**src/rtl/clk_freq_duty_meter_if.sv**
```systemverilog
// ----------------------------------------------------------------------------
// clk_freq_duty_meter_if
//   Request/result bundle of the clock frequency / duty meter.
//   master : the requester (drives start, observes status and results)
//   slave  : the meter itself
// Signals:
//   start       request a measurement (single cycle, ignored while busy)
//   busy        measurement in progress
//   valid       one-cycle pulse, results updated in the same cycle
//   timeout     one-cycle pulse, measurement aborted, results unchanged
//   period_cnt  clk cycles between two detected rising edges
//   high_cnt    clk cycles from detected rising to detected falling edge
//   duty_pct    floor(100*high/period), only with CLK_METER_DUTY_PCT_EN
// ----------------------------------------------------------------------------
`timescale 1ns/1ps
interface clk_freq_duty_meter_if #(
  parameter int CNT_W = 16
);
  logic             start;
  logic             busy;
  logic             valid;
  logic             timeout;
  logic [CNT_W-1:0] period_cnt;
  logic [CNT_W-1:0] high_cnt;
`ifdef CLK_METER_DUTY_PCT_EN
  logic [6:0]       duty_pct;

  modport master (
    output start,
    input  busy, valid, timeout, period_cnt, high_cnt, duty_pct
  );
  modport slave (
    input  start,
    output busy, valid, timeout, period_cnt, high_cnt, duty_pct
  );
`else
  modport master (
    output start,
    input  busy, valid, timeout, period_cnt, high_cnt
  );
  modport slave (
    input  start,
    output busy, valid, timeout, period_cnt, high_cnt
  );
`endif
endinterface

```
**src/rtl/clk_freq_duty_meter.sv**
```systemverilog
// ----------------------------------------------------------------------------
// clk_freq_duty_meter
//   Measures period and high time of an asynchronous signal (sig_in) in
//   reference clock cycles. sig_in goes through a SYNC_STAGES flop
//   synchronizer plus one history flop; rising/falling edges are taken from
//   the last sync flop against the history flop. The fixed detection latency
//   cancels out of both differences.
//
//   Optional feature (macro CLK_METER_DUTY_PCT_EN): adds duty_pct computed
//   by a 7-step restoring divider after the final edge; valid is then
//   delayed until the division is done.
//
// Ports:
//   clk     reference clock, rising edge
//   rst     synchronous active-high reset
//   sig_in  signal under measurement, asynchronous to clk
//   bus     slave side of clk_freq_duty_meter_if (start/busy/valid/timeout/
//           period_cnt/high_cnt[/duty_pct])
// ----------------------------------------------------------------------------
`timescale 1ns/1ps
module clk_freq_duty_meter #(
  parameter int CNT_W       = 16,
  parameter int SYNC_STAGES = 2,
  parameter int TIMEOUT_CYC = 1000
) (
  input  logic                  clk,
  input  logic                  rst,
  input  logic                  sig_in,
  clk_freq_duty_meter_if.slave  bus
);

  // Watchdog fires when the count reaches TIMEOUT_CYC-1 so the abort pulse
  // is visible exactly TIMEOUT_CYC cycles after the state was entered.
  localparam logic [CNT_W-1:0] WD_LIM = CNT_W'(TIMEOUT_CYC - 1);

`ifdef CLK_METER_DUTY_PCT_EN
  localparam int DIV_W = CNT_W + 7;
`endif

  typedef enum logic [2:0] {
    S_IDLE,
    S_ARM,
    S_HIGH,
`ifdef CLK_METER_DUTY_PCT_EN
    S_LOW,
    S_DIV
`else
    S_LOW
`endif
  } state_t;

  function automatic logic [CNT_W-1:0] sat_inc(input logic [CNT_W-1:0] v);
    return (&v) ? v : v + CNT_W'(1);
  endfunction

  logic [SYNC_STAGES-1:0] r_sync;
  logic                   r_hist;
  logic                   w_sync;
  logic                   w_rise;
  logic                   w_fall;

  state_t                 r_state;
  state_t                 w_state_nxt;
  logic [CNT_W-1:0]       r_cnt;
  logic [CNT_W-1:0]       r_wd;
  logic [CNT_W-1:0]       r_high_tmp;
  logic [CNT_W-1:0]       r_period;
  logic [CNT_W-1:0]       r_high;
  logic                   r_valid;
  logic                   r_timeout;
  logic                   w_wd_hit;
  logic                   w_arm_rise;
  logic                   w_cap_high;
  logic                   w_done;
  logic                   w_abort;

`ifdef CLK_METER_DUTY_PCT_EN
  logic [CNT_W-1:0]       r_period_tmp;
  logic [DIV_W-1:0]       r_num;
  logic [DIV_W-1:0]       r_den;
  logic [6:0]             r_q;
  logic [2:0]             r_div_cnt;
  logic [6:0]             r_duty;
  logic                   w_div_last;
  logic                   w_ge;
`endif

  // Synchronizer and edge history
  always_ff @(posedge clk) begin
    if (rst) begin
      r_sync <= '0;
      r_hist <= 1'b0;
    end else begin
      r_sync <= {r_sync[SYNC_STAGES-2:0], sig_in};
      r_hist <= r_sync[SYNC_STAGES-1];
    end
  end

  assign w_sync   = r_sync[SYNC_STAGES-1];
  assign w_rise   = w_sync & ~r_hist;
  assign w_fall   = ~w_sync & r_hist;
  assign w_wd_hit = (r_wd == WD_LIM);

  // FSM state register
  always_ff @(posedge clk) begin
    if (rst) r_state <= S_IDLE;
    else     r_state <= w_state_nxt;
  end

  // FSM next state and strobes; watchdog abort takes priority over edges
  always_comb begin
    w_state_nxt = r_state;
    w_arm_rise  = 1'b0;
    w_cap_high  = 1'b0;
    w_done      = 1'b0;
    w_abort     = 1'b0;
`ifdef CLK_METER_DUTY_PCT_EN
    w_div_last  = 1'b0;
`endif
    case (r_state)
      S_IDLE: begin
        if (bus.start) w_state_nxt = S_ARM;
      end
      S_ARM: begin
        if (w_wd_hit) begin
          w_abort     = 1'b1;
          w_state_nxt = S_IDLE;
        end else if (w_rise) begin
          w_arm_rise  = 1'b1;
          w_state_nxt = S_HIGH;
        end
      end
      S_HIGH: begin
        if (w_wd_hit) begin
          w_abort     = 1'b1;
          w_state_nxt = S_IDLE;
        end else if (w_fall) begin
          w_cap_high  = 1'b1;
          w_state_nxt = S_LOW;
        end
      end
      S_LOW: begin
        if (w_wd_hit) begin
          w_abort     = 1'b1;
          w_state_nxt = S_IDLE;
        end else if (w_rise) begin
          w_done      = 1'b1;
`ifdef CLK_METER_DUTY_PCT_EN
          w_state_nxt = S_DIV;
`else
          w_state_nxt = S_IDLE;
`endif
        end
      end
`ifdef CLK_METER_DUTY_PCT_EN
      S_DIV: begin
        if (r_div_cnt == 3'd6) begin
          w_div_last  = 1'b1;
          w_state_nxt = S_IDLE;
        end
      end
`endif
      default: w_state_nxt = S_IDLE;
    endcase
  end

  // Counters, captures and result registers
  always_ff @(posedge clk) begin
    if (rst) begin
      r_cnt      <= '0;
      r_wd       <= '0;
      r_high_tmp <= '0;
      r_period   <= '0;
      r_high     <= '0;
      r_valid    <= 1'b0;
      r_timeout  <= 1'b0;
    end else begin
      r_valid   <= 1'b0;
      r_timeout <= w_abort;
      r_wd      <= (w_state_nxt != r_state) ? '0 : sat_inc(r_wd);
      if (w_arm_rise)
        r_cnt <= CNT_W'(1);
      else if (r_state == S_HIGH || r_state == S_LOW)
        r_cnt <= sat_inc(r_cnt);
      if (w_cap_high) r_high_tmp <= r_cnt;
`ifndef CLK_METER_DUTY_PCT_EN
      if (w_done) begin
        r_period <= r_cnt;
        r_high   <= r_high_tmp;
        r_valid  <= 1'b1;
      end
`else
      if (w_div_last) begin
        r_period <= r_period_tmp;
        r_high   <= r_high_tmp;
        r_valid  <= 1'b1;
      end
`endif
    end
  end

`ifdef CLK_METER_DUTY_PCT_EN
  // Restoring divider: quotient < 100 fits 7 bits, so the divisor starts
  // shifted left by 6 and one quotient bit is resolved per DIV cycle.
  assign w_ge = (r_num >= r_den);

  always_ff @(posedge clk) begin
    if (rst) begin
      r_period_tmp <= '0;
      r_num        <= '0;
      r_den        <= '0;
      r_q          <= '0;
      r_div_cnt    <= '0;
      r_duty       <= '0;
    end else if (w_done) begin
      r_period_tmp <= r_cnt;
      r_num        <= DIV_W'(r_high_tmp) * DIV_W'(100);
      r_den        <= DIV_W'(r_cnt) << 6;
      r_q          <= '0;
      r_div_cnt    <= '0;
    end else if (r_state == S_DIV) begin
      r_num     <= w_ge ? (r_num - r_den) : r_num;
      r_den     <= r_den >> 1;
      r_q       <= {r_q[5:0], w_ge};
      r_div_cnt <= r_div_cnt + 3'd1;
      if (w_div_last) r_duty <= {r_q[5:0], w_ge};
    end
  end

  assign bus.duty_pct = r_duty;
`endif

  assign bus.busy       = (r_state != S_IDLE);
  assign bus.valid      = r_valid;
  assign bus.timeout    = r_timeout;
  assign bus.period_cnt = r_period;
  assign bus.high_cnt   = r_high;

endmodule

```
**src/flat_wrapper.sv**
```systemverilog
// flat-port wrapper written by rule: the top's interface ports become plain ports
module clk_freq_duty_meter_flat 
#(
  parameter int CNT_W       = 16,
  parameter int SYNC_STAGES = 2,
  parameter int TIMEOUT_CYC = 1000
)
  (clk, rst, sig_in, bus_start, bus_busy, bus_valid, bus_timeout, bus_period_cnt, bus_high_cnt);
  clk_freq_duty_meter_if #(.CNT_W(CNT_W)) bus_i ();
  input  logic clk;
  input  logic rst;
  input  logic sig_in;
  input wire logic [$bits(bus_i.start)-1:0] bus_start;
  output wire logic [$bits(bus_i.busy)-1:0] bus_busy;
  output wire logic [$bits(bus_i.valid)-1:0] bus_valid;
  output wire logic [$bits(bus_i.timeout)-1:0] bus_timeout;
  output wire logic [$bits(bus_i.period_cnt)-1:0] bus_period_cnt;
  output wire logic [$bits(bus_i.high_cnt)-1:0] bus_high_cnt;
  assign bus_i.start = bus_start;
  assign bus_busy = bus_i.busy;
  assign bus_valid = bus_i.valid;
  assign bus_timeout = bus_i.timeout;
  assign bus_period_cnt = bus_i.period_cnt;
  assign bus_high_cnt = bus_i.high_cnt;
  clk_freq_duty_meter #(.CNT_W(CNT_W), .SYNC_STAGES(SYNC_STAGES), .TIMEOUT_CYC(TIMEOUT_CYC)) u_core (.clk(clk), .rst(rst), .sig_in(sig_in), .bus(bus_i));
endmodule
```
**config.mk**
```make
export PLATFORM = sky130hd
export DESIGN_NAME = clk_freq_duty_meter_flat
export DESIGN_NICKNAME = d
export VERILOG_FILES = /design/src/rtl/clk_freq_duty_meter_if.sv /design/src/rtl/clk_freq_duty_meter.sv /design/src/flat_wrapper.sv
export SDC_FILE = /design/constraint.sdc
export NUM_CORES = 1
export LEC_CHECK = 0
export CELL_PAD_IN_SITES_DETAIL_PLACEMENT = 1
export CELL_PAD_IN_SITES_GLOBAL_PLACEMENT = 2
export CORE_MARGIN = 5
export CORE_UTILIZATION = 33
export DETAILED_ROUTE_END_ITERATION = 8
export PLACE_DENSITY_LB_ADDON = 0.1
export RECOVER_POWER = 50
export SLEW_MARGIN = 10
export SYNTH_ARGS = -nofsm -noshare
export SYNTH_HDL_FRONTEND = slang
export SYNTH_SLANG_ARGS = --single-unit
```
**constraint.sdc**
```tcl
create_clock -name clk -period 2.5 [get_ports clk]
set_clock_uncertainty 0.05 [all_clocks]
set_input_delay 0.625 -clock clk [delete_from_list [all_inputs] [get_ports clk]]
set_output_delay 0.625 -clock clk [all_outputs]
set_load 0.005 [all_outputs]
```
==> summary.md <==
| Metric | Value |
|---|---|
| Remaining design rule violation count | `0` |
| Cell Int Power | `1.82 mW` |
| Area of the mapped netlist | `3590 µm²` |
| P_sw | `580 µW` |
| Worst R2R Setup Slack | `0.21 ns` |
| Count of state elements after synthesis | `88` |
| Inserted Diodes | `0` |
| Sink count of the clock tree | `88` |
| Setup Viol. Count Final | `0` |
| Net count after synthesis | `444` |
| First-pass GRT wire length | `15900 µm` |
| Critical Setup Path Class | `reg -> out` |
| Area share of the largest cell type after synthesis | `49.1%` |
| TritonCTS clock tree | `yes` |
| Count of pins over their slew limit | `0` |
| HPWL reported at the end of detailed placement | `6530 µm` |
| Crit-path max FO | `10` |
| Largest net degree at the start of global routing | `38` |
| Leading cell type in the layout, fill and taps excluded | `sky130_fd_sc_hd__nand2_1` |
| FFs w/ async S/R, synth | `0%` |
| Ys flop type | `sky130_fd_sc_hd__dfxtp_1` |
| Max-cap violations | `0` |
| Ratio of cells with drive above 1 in the final layout | `10.0%` |
| Area growth from synthesis to layout | `22.2%` |
| Number of rows created at floorplan | `38` |
| DR WL/cell | `14.7 µm` |
| Worst-path clk slew | `0.10 ns` |
| DP Cell Count | `609` |
| Initial antenna violation count | `0` |
| Area of the core | `10700 µm²` |
| Number of global-route vias before repair | `3212` |
| DR vias/cell | `4.94` |
| Worst Setup Slack, final | `0.134 ns` |
| Final Critical Period | `2.37 ns` |
| Post-synth EDFFs | `0` |
| Netlist cell types | `43` |
| Actual transition at the worst max-transition pin | `0.893 ns` |
| Worst min-delay path class | `reg -> reg` |
| Sequential element share of the synthesized area | `49.1%` |
| RD Place Congestion | `0.802` |
| Cell type with the largest total area after synthesis | `sky130_fd_sc_hd__dfxtp_1` |
| Routed WL | `9230 µm` |
| Run status | `finished clean` |
| Part of the total power dissipated in sequential elements | `58.8%` |
| Bufs on Longest Clock Path | `2` |
| Insertion delay of the later-clocked pin in the worst-skew pair | `0.37 ns` |
| Residual overflow from global routing | `0` |
| Areal power density over the cells | `548 nW/µm²` |
| Achievable clock frequency | `0.423 GHz` |
| Total Die Area | `13100 µm²` |
| Total number of yosys warnings | `0` |
| Maximum VDD drop | `0.204 mV` |
| Kind of end point of the critical path | `output port` |
| Post-route ant nets | `0` |
| Worst slew margin relative to its limit | `40.5%` |
| Initial Util | `33.4%` |
| Number of port buffers | `38` |
| Maximum level of the CTS H-tree | `3` |
| Static Leak | `1.36 nW` |
| DIE WIDTH | `114 µm` |
| CTS root buf | `sky130_fd_sc_hd__clkbuf_8` |
| Top cells by area, synth | `sky130_fd_sc_hd__dfxtp_1 (49%), sky130_fd_sc_hd__nand2_1 (12%), sky130_fd_sc_hd__a21oi_1 (7.8%)` |
| Number of hold violations in the final report | `0` |
| Final sum of negative setup slack | `0 ns` |
| First drt pass iteration count | `4` |
| Synthesized area per cell | `8.19 µm²` |
| Clock network power share | `38.9%` |
| Vias | `3102` |
| Combinational power share | `2.3%` |
| Die height | `114 µm` |
| Unrepaired setup endpoints after global routing | `no` |
| Worst Setup Slack post-DPL | `0.149 ns` |
| Filler cell count in the final layout | `1340` |
| Total routing resource utilization after global routing | `15.2%` |
| Number of standard cells in the layout, taps in and fillers out | `628` |
| Required time reported for the critical path endpoint | `1.82 ns` |
| Number of buffers created by CTS | `9` |
| Arrival time reported for the critical path endpoint | `1.69 ns` |
| Startpoint types | `flip-flop` |
| Share of the cycle needed by the critical path after routing | `94.7%` |
| Synthesized instance count | `438` |
| Drt initial violations | `101` |
| Number of nets in the finished design | `489` |
| Most used cells in the layout excluding fill and tap cells | `sky130_fd_sc_hd__nand2_1 (111), sky130_fd_sc_hd__dfxtp_1 (88), sky130_fd_sc_hd__a21oi_1 (56)` |
| Hold buffers post-CTS | `0` |
| Sw Share | `24.1%` |
| Quantity of gates resized following cts | `0` |
| Number of placed I/O pins | `39` |
==> final timing paths <==
path | start | endpoint | depth (start not counted)
setup / recovery | u_core.r_state[1]$_SDFF_PP0_ | bus_busy | 2
hold / removal | u_core.r_sync[0]$_SDFF_PP0_ | u_core.r_sync[1]$_SDFF_PP0_ | 1
setup reg to reg | u_core.r_wd[0]$_SDFFE_PP0N_ | u_core.bus.high_cnt[10]$_SDFFE_PP0P_ | 7
hold reg to reg | u_core.r_sync[0]$_SDFF_PP0_ | u_core.r_sync[1]$_SDFF_PP0_ | 1
==> final cells by class <==
type	instances	area, µm²	area share, %
Inverter	7	26.3	0.599
Clock inverter	5	41.3	0.941
Sequential cell	88	1760	40.2
Clock buffer	11	141	3.22
Multi-Input combinational cell	319	1700	38.7
Tap cell	140	175	3.99
Timing Repair Buffer	58	543	12.4
==> state kept, by name, summed over array words and instances (netlist names) <==
signal,flops
u_core.r_cnt,16
u_core.r_high_tmp,16
u_core.r_hist,1
u_core.bus.high_cnt,16
u_core.r_state,3
u_core.bus.timeout,1
u_core.r_wd,16
u_core.r_sync,2
u_core.bus.valid,1
u_core.bus.period_cnt,16
==> logic make-up (layout without fill, tap and decap cells) <==
logic type | after synthesis | count (layout) | share of synthesized area, %
xor gates and xnor gates | 16 | 16 | 3.91
and+or+nand+nor | 218 | 218 | 28.5
other | 1 | 1 | 0.105
buffers and inverters | 31 | 81 | 3.73
DFF | 88 | 88 | 49.1
adders and majority gates | 2 | 2 | 0.697
AOI/OAI and AO/OA | 79 | 79 | 12.8
muxes | 3 | 3 | 1.19
==> Yosys cell counts, types with 6 or more instances <==
cell and number:
sky130_fd_sc_hd__xnor2_1 10, sky130_fd_sc_hd__xor2_1 6, sky130_fd_sc_hd__inv_1 7, sky130_fd_sc_hd__nor2_1 32
sky130_fd_sc_hd__a21oi_1 56, sky130_fd_sc_hd__clkbuf_1 17, sky130_fd_sc_hd__nand3_1 11, sky130_fd_sc_hd__dfxtp_1 88
sky130_fd_sc_hd__nor3_1 11, sky130_fd_sc_hd__nand2_1 111, sky130_fd_sc_hd__nand4_1 10, sky130_fd_sc_hd__nor4_1 9
==> per-layer routing <==
metal	part of all wire [%]	up-vias	track usage, %
met5	0	-	0
met4	1.6	0	6.57
met3	2.8	9	2.17
met2	49	34	26.0
met1	47	1476	19.0
li1	-	1583	-
==> critical path, stage by stage, from the launching register on <==
cell and delay [ns]:
sky130_fd_sc_hd__dfxtp_1 0.43, sky130_fd_sc_hd__or3_1 0.43, sky130_fd_sc_hd__clkdlybuf4s50_1 0.47
==> stage by stage <==
stage / hold WS [ns] / power, mW / cell area, µm² / util (%)
after floorplan: 0.364 / 1.48 / 3590 / -
after global routing: 0.412 / 2.50 / 4390 / 40.8
after CTS: 0.401 / 2.45 / 4370 / 40.7
after global placement: 0.367 / 1.50 / 4190 / 39.0
final: 0.396 / 2.40 / 4390 / 40.8
after detailed placement: 0.376 / 1.50 / 4190 / 39.0
==> timing repair <==
action                                 CTS  global route
setup endpoints to repair                0            40
endpoints found under the hold margin    0             0
buffers inserted                         0             3
==> power by group through the flow <==
stage / combinational [mW] / clock, mW / sequential [mW]
after CTS: 0.0585 / 0.974 / 1.41
after global placement: 0.0575 / 0 / 1.44
after global routing: 0.0629 / 1.03 / 1.41
after detailed placement: 0.0583 / 0 / 1.44
after floorplan: 0.0373 / 0 / 1.44
final: 0.0554 / 0.935 / 1.41
Note: power is estimated with default switching activity, not from simulation.
==> patch (same settings) <==
`TIMEOUT_CYC` is set to 1000 in 2 places; all go to 500.
--- a/src/rtl/clk_freq_duty_meter.sv
+++ b/src/rtl/clk_freq_duty_meter.sv
@@ -21,7 +21,7 @@
 module clk_freq_duty_meter #(
   parameter int CNT_W       = 16,
   parameter int SYNC_STAGES = 2,
-  parameter int TIMEOUT_CYC = 1000
+  parameter int TIMEOUT_CYC = 500
 ) (
   input  logic                  clk,
   input  logic                  rst,
--- a/src/flat_wrapper.sv
+++ b/src/flat_wrapper.sv
@@ -3,7 +3,7 @@
 #(
   parameter int CNT_W       = 16,
   parameter int SYNC_STAGES = 2,
-  parameter int TIMEOUT_CYC = 1000
+  parameter int TIMEOUT_CYC = 500
 )
   (clk, rst, sig_in, bus_start, bus_busy, bus_valid, bus_timeout, bus_period_cnt, bus_high_cnt);
   clk_freq_duty_meter_if #(.CNT_W(CNT_W)) bus_i ();
Check against the original RTL: no difference found for any inputs over 10 cycles, from zero or initial values and one cycle with rst high; that may be too few to reach the edited logic, so the function may still have changed.
==> patch against the unedited design <==
Critical path depth is 3 higher; setup slack better by 0.0028 ns; area after synthesis is 1.8% higher; routed wire length is 0.37% higher; cell area is 2.0% higher; sequential cell count stayed put; power is 0.57% higher; first-iteration DRC count is 27% higher; critical endpoint is now u_core.r_wd[14]$_SDFFE_PP0N_; largest power group unchanged.
==> patch: results (changes against the unedited design) <==
timing:
  hold_ws_ns: 0.394  # -0.00194 ns
  timing_worst_slew_pin_value_ns: 1.26  # +0.371 ns
placed_design:
  dp_hpwl_mm: 6.78  # +3.9%
  gpl.final_weighted_congestion: 0.797  # -0.69%
  post_dp_cell_area_sq_um: 4280  # +2.2%
power_and_ir_drop:
  ir_drop_uv: 243  # +19%
  cellLeakagePower_nw: 1.72  # +26%
critical_path:
  r2r_depth: 5  # -2
  r2r_slack_ns: 0.14  # -0.07 ns
  worst_setup_path_endpoint: "u_core.r_wd[14]$_SDFFE_PP0N_"
  crit_arrival_ns: 2.57  # +0.88 ns
  crit_fanout: 16  # +6
  worst_path_largest_cell_delay_ns: 0.56  # +0.09 ns
  timing.critical_path.slowest_stage_cell: "sky130_fd_sc_hd__or4_4"
  regToRegEndpoint: "u_core.r_wd[14]$_SDFFE_PP0N_"
  critical_path_class: "reg2reg"
logic_synthesis:
  synth-seq-area-share_pct: 48.2  # -0.89 points
  synth_area_per_cell_sq_um: 8.72  # +6.5%
  synth-compound-area-share_pct: 10.6  # -2.1 points
  synth-xor-area-share_pct: 5.27  # +1.4 points
  post_synthesis_adder_cell_area_fraction_pct: 0.685  # -0.013 points
  ys_top_cells_by_count: "sky130_fd_sc_hd__dfxtp_1 (88), sky130_fd_sc_hd__nand2_1 (81), sky130_fd_sc_hd__nor2_1 (43), sky130_fd_sc_hd__a21oi_1 (40), sky130_fd_sc_hd__mux2i_1 (20)"
  synth.distinct_cells: 45  # +4.7%
  synth_mux_area_share_pct: 5.48  # +4.3 points
grt:
  grt_start_max_net_pins: 31  # -18%
  grt_first_pass_wirelength_mm: 15.5  # -2.3%
  globalRouteTotalUtil_pct: 14.7  # -0.42 points
  grt_pass1_vias: 3068  # -4.5%
cells_and_area:
  final_cell_count_no_fill: 616  # -1.9%
  finish.net_count: 477  # -2.5%
  drive_above_1_share_pct: 11.3  # +1.3 points
route:
  wl_per_cell_um: 15.0  # +2.3%
  initialDrtViolationCount: 128  # +27%
  count_of_vias_placed_by_the_detailed_router: 3021  # -2.6%
outcome:
  status: "completed"
clock_tree:
  clk_latency_ns: 0.35  # -0.02 ns
patch: cell count changes after synthesis, sizes merged, moves of 6 or more:
cell	delta
a21oi	-18
clkbuf	-6
mux2i	+17
nand2	-30
nor2	+20
xor2	+8
patch: cell type report:
class                           instances  area (sq um)
Clock inverter                          4          27.5
Clock buffer                           12           165
Timing Repair Buffer                   60           546
Tap cell                              140           175
Fill cell                            1303          6370
Multi-Input combinational cell        307          1780
Sequential cell                        88          1760
Inverter                                5          18.8
patch: routing by layer:
| metal | wire length (um) | up-vias | global-route usage (%) |
|---|---|---|---|
| met5 | 0 | - | 0 |
| met4 | 150 | 0 | 6.10 |
| met3 | 235 | 9 | 2.47 |
| met2 | 4640 | 27 | 25.8 |
| met1 | 4240 | 1446 | 17.8 |
| li1 | - | 1539 | - |
patch: power groups by stage:
stage	clock network [W]	logic (W)	registers, W
after global placement	0	0.0000629	0.00144
after CTS	0.000986	0.0000635	0.00141
after floorplan	0	0.0000451	0.00144
after global routing	0.00104	0.0000665	0.00141
final	0.000945	0.0000601	0.00141
after detailed placement	0	0.0000634	0.00144
patch: per-stage QoR:
step / total power [W] / worst slack (ns) / utilization [%]
final: 0.00242 / 0.136 / 41.3
after global routing: 0.00252 / 0.0178 / 41.3
after CTS: 0.00246 / 0.0736 / 41.3
after detailed placement: 0.00151 / 0.0965 / 39.5
after global placement: 0.00151 / 0.158 / 39.5
after floorplan: 0.00149 / 0.318 / -
patch: what timing repair did:
action | CTS | global route
setup endpoints to repair | 0 | 4
hold buffers | 0 | 0
setup buffers | 0 | 1
endpoints found under the hold margin | 0 | 0
